<file path="src/rtl/stack_controller_if.sv">
// Request/handshake bundle between the execute stage and the stack sequencer.
// The execute stage drives the request and the sequencer drives op_ready.
interface stack_controller_if;
  logic       op_valid;
  logic [2:0] op_code;
  logic [7:0] op_data;
  logic [7:0] op_pc;
  logic [3:0] op_flags;
  logic       op_ready;

  modport master (output op_valid, op_code, op_data, op_pc, op_flags, input op_ready);
  modport slave  (input op_valid, op_code, op_data, op_pc, op_flags, output op_ready);
endinterface

</file>
<file path="src/rtl/stack_controller.sv">
// Stack traffic sequencer: PUSH/POP/CALL/RET/INT/RTI over a byte-wide data-memory port,
// full-descending stack from 8'hFF down to STACK_LIMIT, with SP update and writeback results.
module stack_controller #(
  parameter logic [7:0] STACK_LIMIT = 8'h80
) (
  input  logic                     clk,
  input  logic                     reset,
  stack_controller_if.slave        op,
  input  logic [7:0]               sp_in,
  output logic                     sp_update_en,
  output logic [7:0]               sp_new,
  output logic [7:0]               mem_addr,
  output logic [7:0]               mem_wdata,
  output logic                     mem_we,
  output logic                     mem_re,
  input  logic [7:0]               mem_rdata,
  output logic                     pop_valid,
  output logic [7:0]               pop_data,
  output logic                     pc_load,
  output logic [7:0]               pc_value,
  output logic                     flags_load,
  output logic [3:0]               flags_value,
  output logic                     op_done,
  output logic                     stack_err
);

  localparam logic [2:0] OP_PUSH = 3'd0;
  localparam logic [2:0] OP_POP  = 3'd1;
  localparam logic [2:0] OP_CALL = 3'd2;
  localparam logic [2:0] OP_RET  = 3'd3;
  localparam logic [2:0] OP_INT  = 3'd4;
  localparam logic [2:0] OP_RTI  = 3'd5;

  localparam logic [8:0] LIMIT9 = {1'b0, STACK_LIMIT};
  localparam logic [8:0] TOP9   = 9'h0FF;

  typedef enum logic [2:0] {
    ST_IDLE  = 3'd0,
    ST_W1    = 3'd1,
    ST_W2    = 3'd2,
    ST_R1    = 3'd3,
    ST_R2    = 3'd4,
    ST_RWAIT = 3'd5,
    ST_ERR   = 3'd6
  } state_t;

  state_t     state_r, state_nxt_s;
  logic [2:0] code_r, code_nxt_s;
  logic [3:0] flags_r, flags_nxt_s;
  logic [7:0] wsp_r, wsp_nxt_s;

  logic       op_ready_r;
  logic       we_r, we_s, re_r, re_s, upd_r, upd_s;
  logic       pop_r, pop_s, pcl_r, pcl_s, fl_r, fl_s, done_r, done_s, err_r, err_s;
  logic [7:0] addr_r, addr_s, wdata_r, wdata_s, spn_r, spn_s;
  logic [7:0] pop_hold_r, pc_hold_r;
  logic [3:0] flags_hold_r;

  logic [8:0] sp9_s;
  assign sp9_s = {1'b0, sp_in};

  // Next state plus the strobes and addresses for the cycle that state will occupy
  always_comb begin
    state_nxt_s = state_r;
    code_nxt_s  = code_r;
    flags_nxt_s = flags_r;
    wsp_nxt_s   = wsp_r;
    we_s   = 1'b0;
    re_s   = 1'b0;
    upd_s  = 1'b0;
    pop_s  = 1'b0;
    pcl_s  = 1'b0;
    fl_s   = 1'b0;
    done_s = 1'b0;
    err_s  = 1'b0;
    addr_s  = addr_r;
    wdata_s = wdata_r;
    spn_s   = spn_r;
    case (state_r)
      ST_IDLE: begin
        if (op.op_valid) begin
          code_nxt_s  = op.op_code;
          flags_nxt_s = op.op_flags;
          wsp_nxt_s   = sp_in;
          case (op.op_code)
            OP_PUSH, OP_CALL: begin
              if (sp9_s >= LIMIT9) begin
                state_nxt_s = ST_W1;
                we_s    = 1'b1;
                addr_s  = sp_in;
                wdata_s = (op.op_code == OP_CALL) ? op.op_pc : op.op_data;
                upd_s   = 1'b1;
                spn_s   = sp_in - 8'd1;
                done_s  = 1'b1;
              end else begin
                state_nxt_s = ST_ERR;
                err_s       = 1'b1;
              end
            end
            OP_INT: begin
              // Two bytes: the lower one lands at sp_in-1, so sp_in itself must clear the limit by one
              if (sp9_s >= LIMIT9 + 9'd1) begin
                state_nxt_s = ST_W1;
                we_s    = 1'b1;
                addr_s  = sp_in;
                wdata_s = op.op_pc;
                upd_s   = 1'b1;
                spn_s   = sp_in - 8'd1;
              end else begin
                state_nxt_s = ST_ERR;
                err_s       = 1'b1;
              end
            end
            OP_POP, OP_RET, OP_RTI: begin
              if (sp9_s + ((op.op_code == OP_RTI) ? 9'd2 : 9'd1) <= TOP9) begin
                state_nxt_s = ST_R1;
                re_s   = 1'b1;
                addr_s = sp_in + 8'd1;
                upd_s  = 1'b1;
                spn_s  = sp_in + 8'd1;
              end else begin
                state_nxt_s = ST_ERR;
                err_s       = 1'b1;
              end
            end
            default: begin
              state_nxt_s = ST_ERR;
              err_s       = 1'b1;
            end
          endcase
        end else begin
          state_nxt_s = ST_IDLE;
        end
      end
      ST_W1: begin
        if (code_r == OP_INT) begin
          state_nxt_s = ST_W2;
          we_s    = 1'b1;
          addr_s  = wsp_r - 8'd1;
          wdata_s = {4'b0000, flags_r};
          upd_s   = 1'b1;
          spn_s   = wsp_r - 8'd2;
          done_s  = 1'b1;
        end else begin
          state_nxt_s = ST_IDLE;
        end
      end
      ST_R1: begin
        if (code_r == OP_RTI) begin
          state_nxt_s = ST_R2;
          re_s   = 1'b1;
          addr_s = wsp_r + 8'd2;
          upd_s  = 1'b1;
          spn_s  = wsp_r + 8'd2;
          fl_s   = 1'b1;
        end else begin
          state_nxt_s = ST_RWAIT;
          pop_s  = (code_r == OP_POP);
          pcl_s  = (code_r == OP_RET);
          done_s = 1'b1;
        end
      end
      ST_R2: begin
        state_nxt_s = ST_RWAIT;
        pcl_s  = 1'b1;
        done_s = 1'b1;
      end
      ST_W2, ST_RWAIT, ST_ERR: state_nxt_s = ST_IDLE;
      default:                 state_nxt_s = ST_IDLE;
    endcase
  end

  // State, latched operation and registered port strobes
  always_ff @(posedge clk) begin
    if (!reset) begin
      state_r    <= ST_IDLE;
      code_r     <= 3'd0;
      flags_r    <= 4'h0;
      wsp_r      <= 8'hFF;
      op_ready_r <= 1'b1;
      we_r   <= 1'b0;
      re_r   <= 1'b0;
      upd_r  <= 1'b0;
      pop_r  <= 1'b0;
      pcl_r  <= 1'b0;
      fl_r   <= 1'b0;
      done_r <= 1'b0;
      err_r  <= 1'b0;
      addr_r  <= 8'h00;
      wdata_r <= 8'h00;
      spn_r   <= 8'h00;
    end else begin
      state_r    <= state_nxt_s;
      code_r     <= code_nxt_s;
      flags_r    <= flags_nxt_s;
      wsp_r      <= wsp_nxt_s;
      op_ready_r <= (state_nxt_s == ST_IDLE);
      we_r   <= we_s;
      re_r   <= re_s;
      upd_r  <= upd_s;
      pop_r  <= pop_s;
      pcl_r  <= pcl_s;
      fl_r   <= fl_s;
      done_r <= done_s;
      err_r  <= err_s;
      addr_r  <= addr_s;
      wdata_r <= wdata_s;
      spn_r   <= spn_s;
    end
  end

  // Read results arrive on mem_rdata in the strobe cycle itself; keep them afterwards
  always_ff @(posedge clk) begin
    if (!reset) begin
      pop_hold_r   <= 8'h00;
      pc_hold_r    <= 8'h00;
      flags_hold_r <= 4'h0;
    end else begin
      pop_hold_r   <= pop_r ? mem_rdata : pop_hold_r;
      pc_hold_r    <= pcl_r ? mem_rdata : pc_hold_r;
      flags_hold_r <= fl_r ? mem_rdata[3:0] : flags_hold_r;
    end
  end

  assign op.op_ready   = op_ready_r;
  assign mem_we        = we_r;
  assign mem_re        = re_r;
  assign mem_addr      = addr_r;
  assign mem_wdata     = wdata_r;
  assign sp_update_en  = upd_r;
  assign sp_new        = spn_r;
  assign pop_valid     = pop_r;
  assign pop_data      = pop_r ? mem_rdata : pop_hold_r;
  assign pc_load       = pcl_r;
  assign pc_value      = pcl_r ? mem_rdata : pc_hold_r;
  assign flags_load    = fl_r;
  assign flags_value   = fl_r ? mem_rdata[3:0] : flags_hold_r;
  assign op_done       = done_r;
  assign stack_err     = err_r;

endmodule

</file>
<file path="src/flat_wrapper.sv">
// flat-port wrapper written by rule: the top's interface ports become plain ports
module stack_controller_flat 
#(
  parameter logic [7:0] STACK_LIMIT = 8'h80
)
  (clk, reset, sp_in, sp_update_en, sp_new, mem_addr, mem_wdata, mem_we, mem_re, mem_rdata, pop_valid, pop_data, pc_load, pc_value, flags_load, flags_value, op_done, stack_err, op_op_valid, op_op_code, op_op_data, op_op_pc, op_op_flags, op_op_ready);
  stack_controller_if op_i ();
  input  logic clk;
  input  logic reset;
  input  logic [7:0] sp_in;
  output logic sp_update_en;
  output logic [7:0] sp_new;
  output logic [7:0] mem_addr;
  output logic [7:0] mem_wdata;
  output logic mem_we;
  output logic mem_re;
  input  logic [7:0] mem_rdata;
  output logic pop_valid;
  output logic [7:0] pop_data;
  output logic pc_load;
  output logic [7:0] pc_value;
  output logic flags_load;
  output logic [3:0] flags_value;
  output logic op_done;
  output logic stack_err;
  input wire logic [$bits(op_i.op_valid)-1:0] op_op_valid;
  input wire logic [$bits(op_i.op_code)-1:0] op_op_code;
  input wire logic [$bits(op_i.op_data)-1:0] op_op_data;
  input wire logic [$bits(op_i.op_pc)-1:0] op_op_pc;
  input wire logic [$bits(op_i.op_flags)-1:0] op_op_flags;
  output wire logic [$bits(op_i.op_ready)-1:0] op_op_ready;
  assign op_i.op_valid = op_op_valid;
  assign op_i.op_code = op_op_code;
  assign op_i.op_data = op_op_data;
  assign op_i.op_pc = op_op_pc;
  assign op_i.op_flags = op_op_flags;
  assign op_op_ready = op_i.op_ready;
  stack_controller #(.STACK_LIMIT(STACK_LIMIT)) u_core (.clk(clk), .reset(reset), .op(op_i), .sp_in(sp_in), .sp_update_en(sp_update_en), .sp_new(sp_new), .mem_addr(mem_addr), .mem_wdata(mem_wdata), .mem_we(mem_we), .mem_re(mem_re), .mem_rdata(mem_rdata), .pop_valid(pop_valid), .pop_data(pop_data), .pc_load(pc_load), .pc_value(pc_value), .flags_load(flags_load), .flags_value(flags_value), .op_done(op_done), .stack_err(stack_err));
endmodule
</file>
<file path="config.mk">
export PLATFORM = sky130hd
export DESIGN_NAME = stack_controller_flat
export DESIGN_NICKNAME = d
export VERILOG_FILES = /design/src/rtl/stack_controller_if.sv /design/src/rtl/stack_controller.sv /design/src/flat_wrapper.sv
export SDC_FILE = /design/constraint.sdc
export NUM_CORES = 1
export LEC_CHECK = 0
export ABC_AREA = 0
export CAP_MARGIN = 20
export CORE_MARGIN = 8
export CORE_UTILIZATION = 45
export CTS_CLUSTER_SIZE = 20
export DETAILED_ROUTE_END_ITERATION = 16
export GPL_ROUTABILITY_DRIVEN = 0
export GPL_TIMING_DRIVEN = 0
export MAX_ROUTING_LAYER = met4
export PLACE_DENSITY_LB_ADDON = 0.15
export SETUP_SLACK_MARGIN = 0.2
export SLEW_MARGIN = 20
export SYNTH_ARGS = -nofsm -noshare
export SYNTH_HDL_FRONTEND = slang
export SYNTH_SLANG_ARGS = --single-unit
</file>
<file path="constraint.sdc">
create_clock -name clk -period 2.21 [get_ports clk]
set_input_delay 0.221 -clock clk [delete_from_list [all_inputs] [get_ports clk]]
set_output_delay 0.221 -clock clk [all_outputs]
set_load 0.02 [all_outputs]
</file>
==> results.cfg, run 1 <==
[status]
status = finished, final reports clean

[worst_setup_path]
reg2reg_slack_ns = 0.32
reg2reg_depth = 7
cp.arrival_ns = 2.23
crit_path_start_kind = input port
crit_fanout = 7
critPathKind = input port to flop
cp-end-kind = flop
required_ns = 2.44
reg2reg_from = u_core.state_r[1]$_SDFF_PN0_
r2r_end = u_core.mem_addr[3]$_SDFFE_PN0P_

[cells_and_area]
regArea_mm2 = 0.00142
fin_cells = 663
final_layout_size_suffix_gt1_share_pct = 15.2
syn_to_final_growth_pct = 37.7
multiInputGateArea_mm2 = 0.00221
fillers = 729
nets = 607
n_antenna_cell = 0

[global_route]
grt_pass1_vias = 3418
grt_overflow = 0
grt_first_pass_wirelength_um = 16800
antenna_found_initial = 0
grt_usage_pct = 18.5
grt_max_degree = 13

[timing]
clock.fmax_mhz = 500
worst_hold_slack_ns = 0.129
fin_crit_sh_pct = 90.6
setup_viol = 0
rsz0062_at_grt = false
clock_skew_ns = 0.00502
worstMarginPinSlew_ns = 0.876
finalCriticalPeriod_ns = 2.00
maxSlewViolCount = 0
finalHoldViolations = 0
slew_headroom_pct = 41.4

[worst_hold_path]
min_delay_path_depth = 3
min_path_type = input port to flop
hold_path_startpoint = sp_in[5]
whs_endpoint = u_core.wsp_r[5]$_SDFFE_PN1P_

[detailed_routing]
drt-wirelength-per-cell_um = 16.1
totalWireLength_um = 10700
drtIter0Drc = 232
firstDrtPassIters = 5
detail-route-antenna-nets = 0
drc = 0
vias_per_cell = 5.42
vias = 3591

[synthesis]
synth_area_mm2 = 0.00379
synthArstFlopShare_pct = 0
ys_seq_elements = 71
synth_cell_type_count = 56
synth_nets = 499
syn_inst = 445
yosysWarnings = 0
synth-edff-count = 0
synth-main-ff-cell = dfxtp_1
avgSynthCellArea_um2 = 8.51
ys_seq_area_share_pct = 37.5

[power_and_ir_drop]
p_sw_share_pct = 31.0
p_per_area_mw_per_mm2 = 711
internal_power_uw = 2560
pwr-share-clk_pct = 32.1
vdd_ir_drop_max_mv = 0.383
p_sw_uw = 1150
combPwrFrac_pct = 28.9
pwr-share-seq_pct = 39.0
cellLeakagePower_uw = 0.00215

[clock_tree]
path_clk_slew_ns = 0.08
clk_latency_ns = 0.34
holdBufCountCts = 0
cts_tree = done
cts_sinks = 71
clock-root-buffer = clkbuf_8
cts_made_buffers = 9
clk_path_buf_depth = 2
cts_max_level = 3

[placement]
buffer_ports.inserted = 87
dp.cells = 637
dpl.hpwl_um = 8180

[floorplan]
row_count = 33
die_height_um = 108
initial_core_util_pct = 46.3
fp.dieArea_mm2 = 0.0116
core_area_mm2 = 0.00818
dieWidth_um = 108
ios = 95

[flow_run]
maxCapViolCount = 0
==> how the worst max path moves through the flow <==
stage | to | from | slack (ns)
after floorplan | u_core.mem_addr[3]$_SDFFE_PN0P_ | op_op_code[2] | 0.10
after global placement | u_core.mem_addr[7]$_SDFFE_PN0P_ | sp_in[0] | -0.65
after detailed placement | u_core.mem_addr[3]$_SDFFE_PN0P_ | op_op_code[1] | -0.69
after CTS | u_core.sp_new[3]$_SDFFE_PN0P_ | sp_in[1] | 0.21
after global routing | u_core.sp_new[3]$_SDFFE_PN0P_ | sp_in[0] | 0.20
final | u_core.sp_new[3]$_SDFFE_PN0P_ | sp_in[0] | 0.21
==> per-stage QoR <==
step	setup TNS (ns)	setup WS [ns]	area (um2)	utilization [%]	total power, uW
after global placement	-13.94	-0.653	4840	59.2	2440
after detailed placement	-14.71	-0.691	4840	59.2	2460
after global routing	0	0.199	5220	63.8	3880
final	0	0.208	5220	63.8	3710
after CTS	0	0.208	5160	63.1	3700
after floorplan	0	0.101	3840	-	2100
==> repair_timing <==
action / CTS / global route
pin swaps: 4 / 4
gates resized for setup: 41 / 15
gates cloned: 1 / 0
setup buffers: 6 / 3
setup endpoints to repair: 44 / 13
==> power groups by stage <==
stage	Clock [uW]	Sequential [uW]	Combinational [uW]
after global placement	0	1470	977
after floorplan	0	1530	573
after global routing	1270	1460	1160
after CTS	1210	1440	1040
final	1190	1450	1070
after detailed placement	0	1470	988
==> cells in the mapped netlist (all sizes together) (12+ instances only) <==
master,instances,area share (%)
mux2,20,5.9
o21ai,27,3.6
and2,22,3.6
inv,12,1.2
nand2,59,6.0
xor2,17,3.9
mux2i,20,5.3
clkbuf,22,2.2
dfxtp,71,38
nor2,38,3.8
a21oi,24,3.2
==> critical path, stage by stage <==
cell	delay [ns]
buf_4	0.15
inv_4	0.06
ha_4	0.12
or3b_4	0.38
or4_4	0.43
or3b_4	0.30
nand2_8	0.08
buf_12	0.15
buf_16	0.12
o21ai_0	0.16
a21oi_1	0.06
==> kinds of logic after synthesis <==
family | count (synthesis) | share of synthesized area [%]
AO/OA/AOI/OAI | 86 | 13.8
XOR/XNOR | 27 | 6.24
adder cells (fa/ha/maj) | 12 | 4.16
buffers and inverters | 45 | 5.48
flip-flops | 71 | 37.5
multiplexers | 40 | 11.2
AND/OR/NAND/NOR | 164 | 21.5
==> cells in the final DEF, fill, tap and decap left out, types with 3 or more instances in the layout <==
| cell | n |
|---|---|
| dfxtp_1 | 70 |
| clkdlybuf4s50_1 | 67 |
| nand2_1 | 58 |
| nor2_1 | 37 |
| a21oi_1 | 24 |
| and2_1 | 22 |
| o21ai_0 | 22 |
| mux2_2 | 20 |
| mux2i_1 | 20 |
| clkbuf_1 | 18 |
| xor2_1 | 17 |
| dlygate4sd2_1 | 17 |
| nand3_1 | 11 |
| clkbuf_8 | 11 |
| xnor2_1 | 10 |
| buf_4 | 10 |
| a31oi_1 | 10 |
| inv_1 | 9 |
| ha_1 | 9 |
| buf_6 | 5 |
| nand4_1 | 5 |
| nor3_1 | 5 |
| o211ai_1 | 5 |
| nor4_1 | 4 |
| buf_8 | 3 |
| clkbuf_2 | 3 |
| or3b_4 | 3 |
| o22ai_1 | 3 |
| o21ai_1 | 3 |
==> area by class of cell <==
cell class,count,share of cell area (%)
Inverter,12,0.959
Tap cell,105,2.52
Timing Repair Buffer,97,18.5
Clock inverter,5,1.51
Buffer,33,3.91
Clock buffer,11,2.90
Sequential cell,71,27.3
Multi-Input combinational cell,329,42.4
==> registers in the layout, summed over array words and instances, names as in the netlist, 4 cells and up <==
signal and cells:
u_core.flags_hold_r 4, u_core.pop_hold_r 8, u_core.mem_addr 8, u_core.mem_wdata 8, u_core.pc_hold_r 8, u_core.flags_r 4, u_core.sp_new 8, u_core.wsp_r 8
==> layer usage <==
metal	wire, um	vias up	track usage (%)	part of all wire (%)
met5	0	-	-	0
met4	190	0	6.54	1.8
met3	777	22	3.17	7.3
met2	5010	162	29.8	47
met1	4690	1661	22.7	44
li1	-	1746	-	-
Note: power is estimated with default switching activity, not from simulation.
==> run 2: changes to the inputs <==
ABC_AREA = 1   (was 0)
CAP_MARGIN = default   (was 20)
==> run 2 against run 1 <==
Against the previous run:
- total power shrank 4.9%
- synthesized cell count grew 34%
- sequential cell count is the same
- first-iteration DRC count grew 38%
==> results.cfg, run 2 <==
[worst_setup_path]
required_ns = 2.46
path_buf_inv = 5
crit_path_start_kind = input port
cp.arrival_ns = 2.18
cp_top_family = simple AND/OR/NAND/NOR gates
slowest_delay_ns = 0.39
path_cells = buf_4 -> inv_1 -> nor3_2 -> inv_1 -> ha_1 -> fa_1 -> nand2_1 -> nor2_1 -> nand2_1 -> nand3_2 -> nand2_2 -> inv_2 -> nand2_4 -> nor2_8 -> buf_8 -> nor2_2 -> nor2_1
slowest_stage = fa_1
critPathKind = input port to flop
cp-end-kind = flop
crit_fanout = 10
reg2reg_slack_ns = 0.40

[power_and_ir_drop]
vdd_ir_drop_max_mv = 0.447
cellLeakagePower_uw = 0.00258
p_per_area_mw_per_mm2 = 663

[floorplan]
dieWidth_um = 110
core_area_mm2 = 0.00864
ios = 95
row_count = 34
initial_core_util_pct = 45.7
fp.dieArea_mm2 = 0.0120
die_height_um = 110

[timing]
setup_viol = 0
fin_crit_sh_pct = 87.3
worstMarginPinSlew_ns = 0.671
clock_skew_ns = 0.00751
finalHoldViolations = 0
rsz0062_at_grt = true
clock.fmax_mhz = 519
finalCriticalPeriod_ns = 1.93
maxSlewViolCount = 0
finalSetupTns_ns = 0
slew_headroom_pct = 54.9
worst_hold_slack_ns = 0.218

[synthesis]
ys_seq_elements = 71
yosysTopAreaCell = dfxtp_1
synth_cell_type_count = 38
synth_area_mm2 = 0.00395
avgSynthCellArea_um2 = 6.64
yosysWarnings = 0
synth.most_common_cell = nand2_1
synth_top_area_share_pct = 36.0
synth_nets = 649
synth-main-ff-cell = dfxtp_1
synthArstFlopShare_pct = 0
yosys-top-cells-area = dfxtp_1, nand2_1, a21oi_1, nor2_1, nand3_1
ys_seq_area_share_pct = 36.0
syn_inst = 595
synth_common_cells = nand2_1, dfxtp_1, nor2_1, a21oi_1, inv_1
synth-edff-count = 0

[clock_tree]
cts_sinks = 71
clk_path_buf_depth = 2
cts_made_buffers = 9
cts_tree = done
clk_latency_ns = 0.35
clock-root-buffer = clkbuf_8
cts_max_level = 3
path_clk_slew_ns = 0.08

[placement]
buffer_ports.inserted = 93
dpl.hpwl_um = 9110
dp.cells = 796

[cells_and_area]
final_cell_mix = nand2_1, clkdlybuf4s50_1, dfxtp_1, nor2_1, a21oi_1
final_layout_size_suffix_gt1_share_pct = 11.1
final_common_cell = nand2_1
fin_cells = 817
nets = 758
syn_to_final_growth_pct = 34.7
n_antenna_cell = 0
postLayoutCoreUtil_pct = 61.6

[worst_hold_path]
min_path_type = input port to flop

[detailed_routing]
vias_per_cell = 5.20
drtIter0Drc = 319
drt-wirelength-per-cell_um = 14.5
vias = 4251
firstDrtPassIters = 5
totalWireLength_um = 11800
detail-route-antenna-nets = 0
drc = 0

[global_route]
antenna_found_initial = 0
grt_max_degree = 13
grt_usage_pct = 20.4
grt_pass1_vias = 3990
grt_first_pass_wirelength_um = 18900
grt_overflow = 0

[flow_run]
maxCapViolCount = 0

[status]
status = finished, final reports clean
-- run 2: cell types whose count changed after synthesis, sizes merged, moves of 20 or more --
cell   before  now
nor2       38   65
nand3      11   46
and2       22    0
mux2i      20    0
nand2      59  191
inv        12   57
a21oi      24   53
o21ai      27   47
mux2       20    0
-- run 2: final timing paths --
| check | startpoint | end | depth (start not counted) |
|---|---|---|---|
| max | op_op_code[2] | u_core.mem_addr[5]$_SDFFE_PN0P_ | 17 |
| min | op_op_code[2] | u_core.code_r[2]$_SDFFE_PN0P_ | 3 |
| max reg2reg | u_core.state_r[1]$_SDFF_PN0_ | u_core.mem_addr[1]$_SDFFE_PN0P_ | 10 |
| min reg2reg | u_core.mem_wdata[4]$_SDFFE_PN0P_ | u_core.mem_wdata[4]$_SDFFE_PN0P_ | 2 |
-- run 2: what timing repair did --
item	in CTS	in global routing
cloned	0	1
pin swaps	2	5
hold buffers	0	0
buffers inserted	2	2
setup endpoints to repair	42	29
gates resized for setup	22	25
-- run 2: power breakdown --
part           total, uW  internal [uW]  switching [uW]  leakage [uW]
sequential          1450           1380            66.1      0.000579
combinational       1020            406             615       0.00190
clock               1060            553             504     0.0000997
-- run 2: layout make-up --
| type | count | area, um2 |
|---|---|---|
| fill | 832 | 3320 |
| tap | 108 | 135 |
| clock buffer | 11 | 141 |
| sequential | 71 | 1420 |
| inverter | 58 | 219 |
| clock inverter | 5 | 56.3 |
| buffer | 20 | 105 |
| multi-input combinational | 446 | 2240 |
| timing repair buffer | 98 | 1000 |
-- run 2: kinds of logic (layout without fill, tap and decap cells) --
kind of cell	count (synthesis)	after routing	synth area share, %
AOI/OAI and AO/OA	120	120	16.4
xor gates and xnor gates	2	2	0.444
buffers and inverters	78	192	7.95
and+or+nand+nor	312	312	35.2
DFF	71	71	36.0
adders and majority gates	12	12	3.99
-- run 2: worst register-to-register path, cell delays in order, from the launching register on --
cell and delay, ns:
dfxtp_1 0.45, nor2_2 0.09, nand3_4 0.14, clkinv_2 0.18, nand2_2 0.18, nand2_8 0.10
inv_2 0.10, nand2_4 0.08, buf_8 0.14, o21ai_1 0.12, a21oi_1 0.09
-- run 2: through the flow --
step / cell area (um2) / total power [uW] / setup slack [ns]
global route: 5320 / 3720 / 0.147
CTS: 5230 / 3510 / 0.201
detailed placement: 5020 / 2450 / -0.630
finish: 5320 / 3530 / 0.282
global placement: 5020 / 2430 / -0.588
floorplan: 3950 / 2070 / 0.253
-- run 2: routing by layer --
metal  vias to the layer above  global-route usage (%)  share of wire [%]
li1                       2153                       -                  -
met1                      1929                    23.6                 44
met2                       152                    33.5                 47
met3                        17                    4.98                7.9
met4                         0                    7.23                1.6
met5                         -                       -                  0
==> run 3: changes to the inputs <==
SKIP_LAST_GASP = 1   (was default)
==> results of run 3 <==
The final DEF is identical to that of run 2; final timing and power are the same.
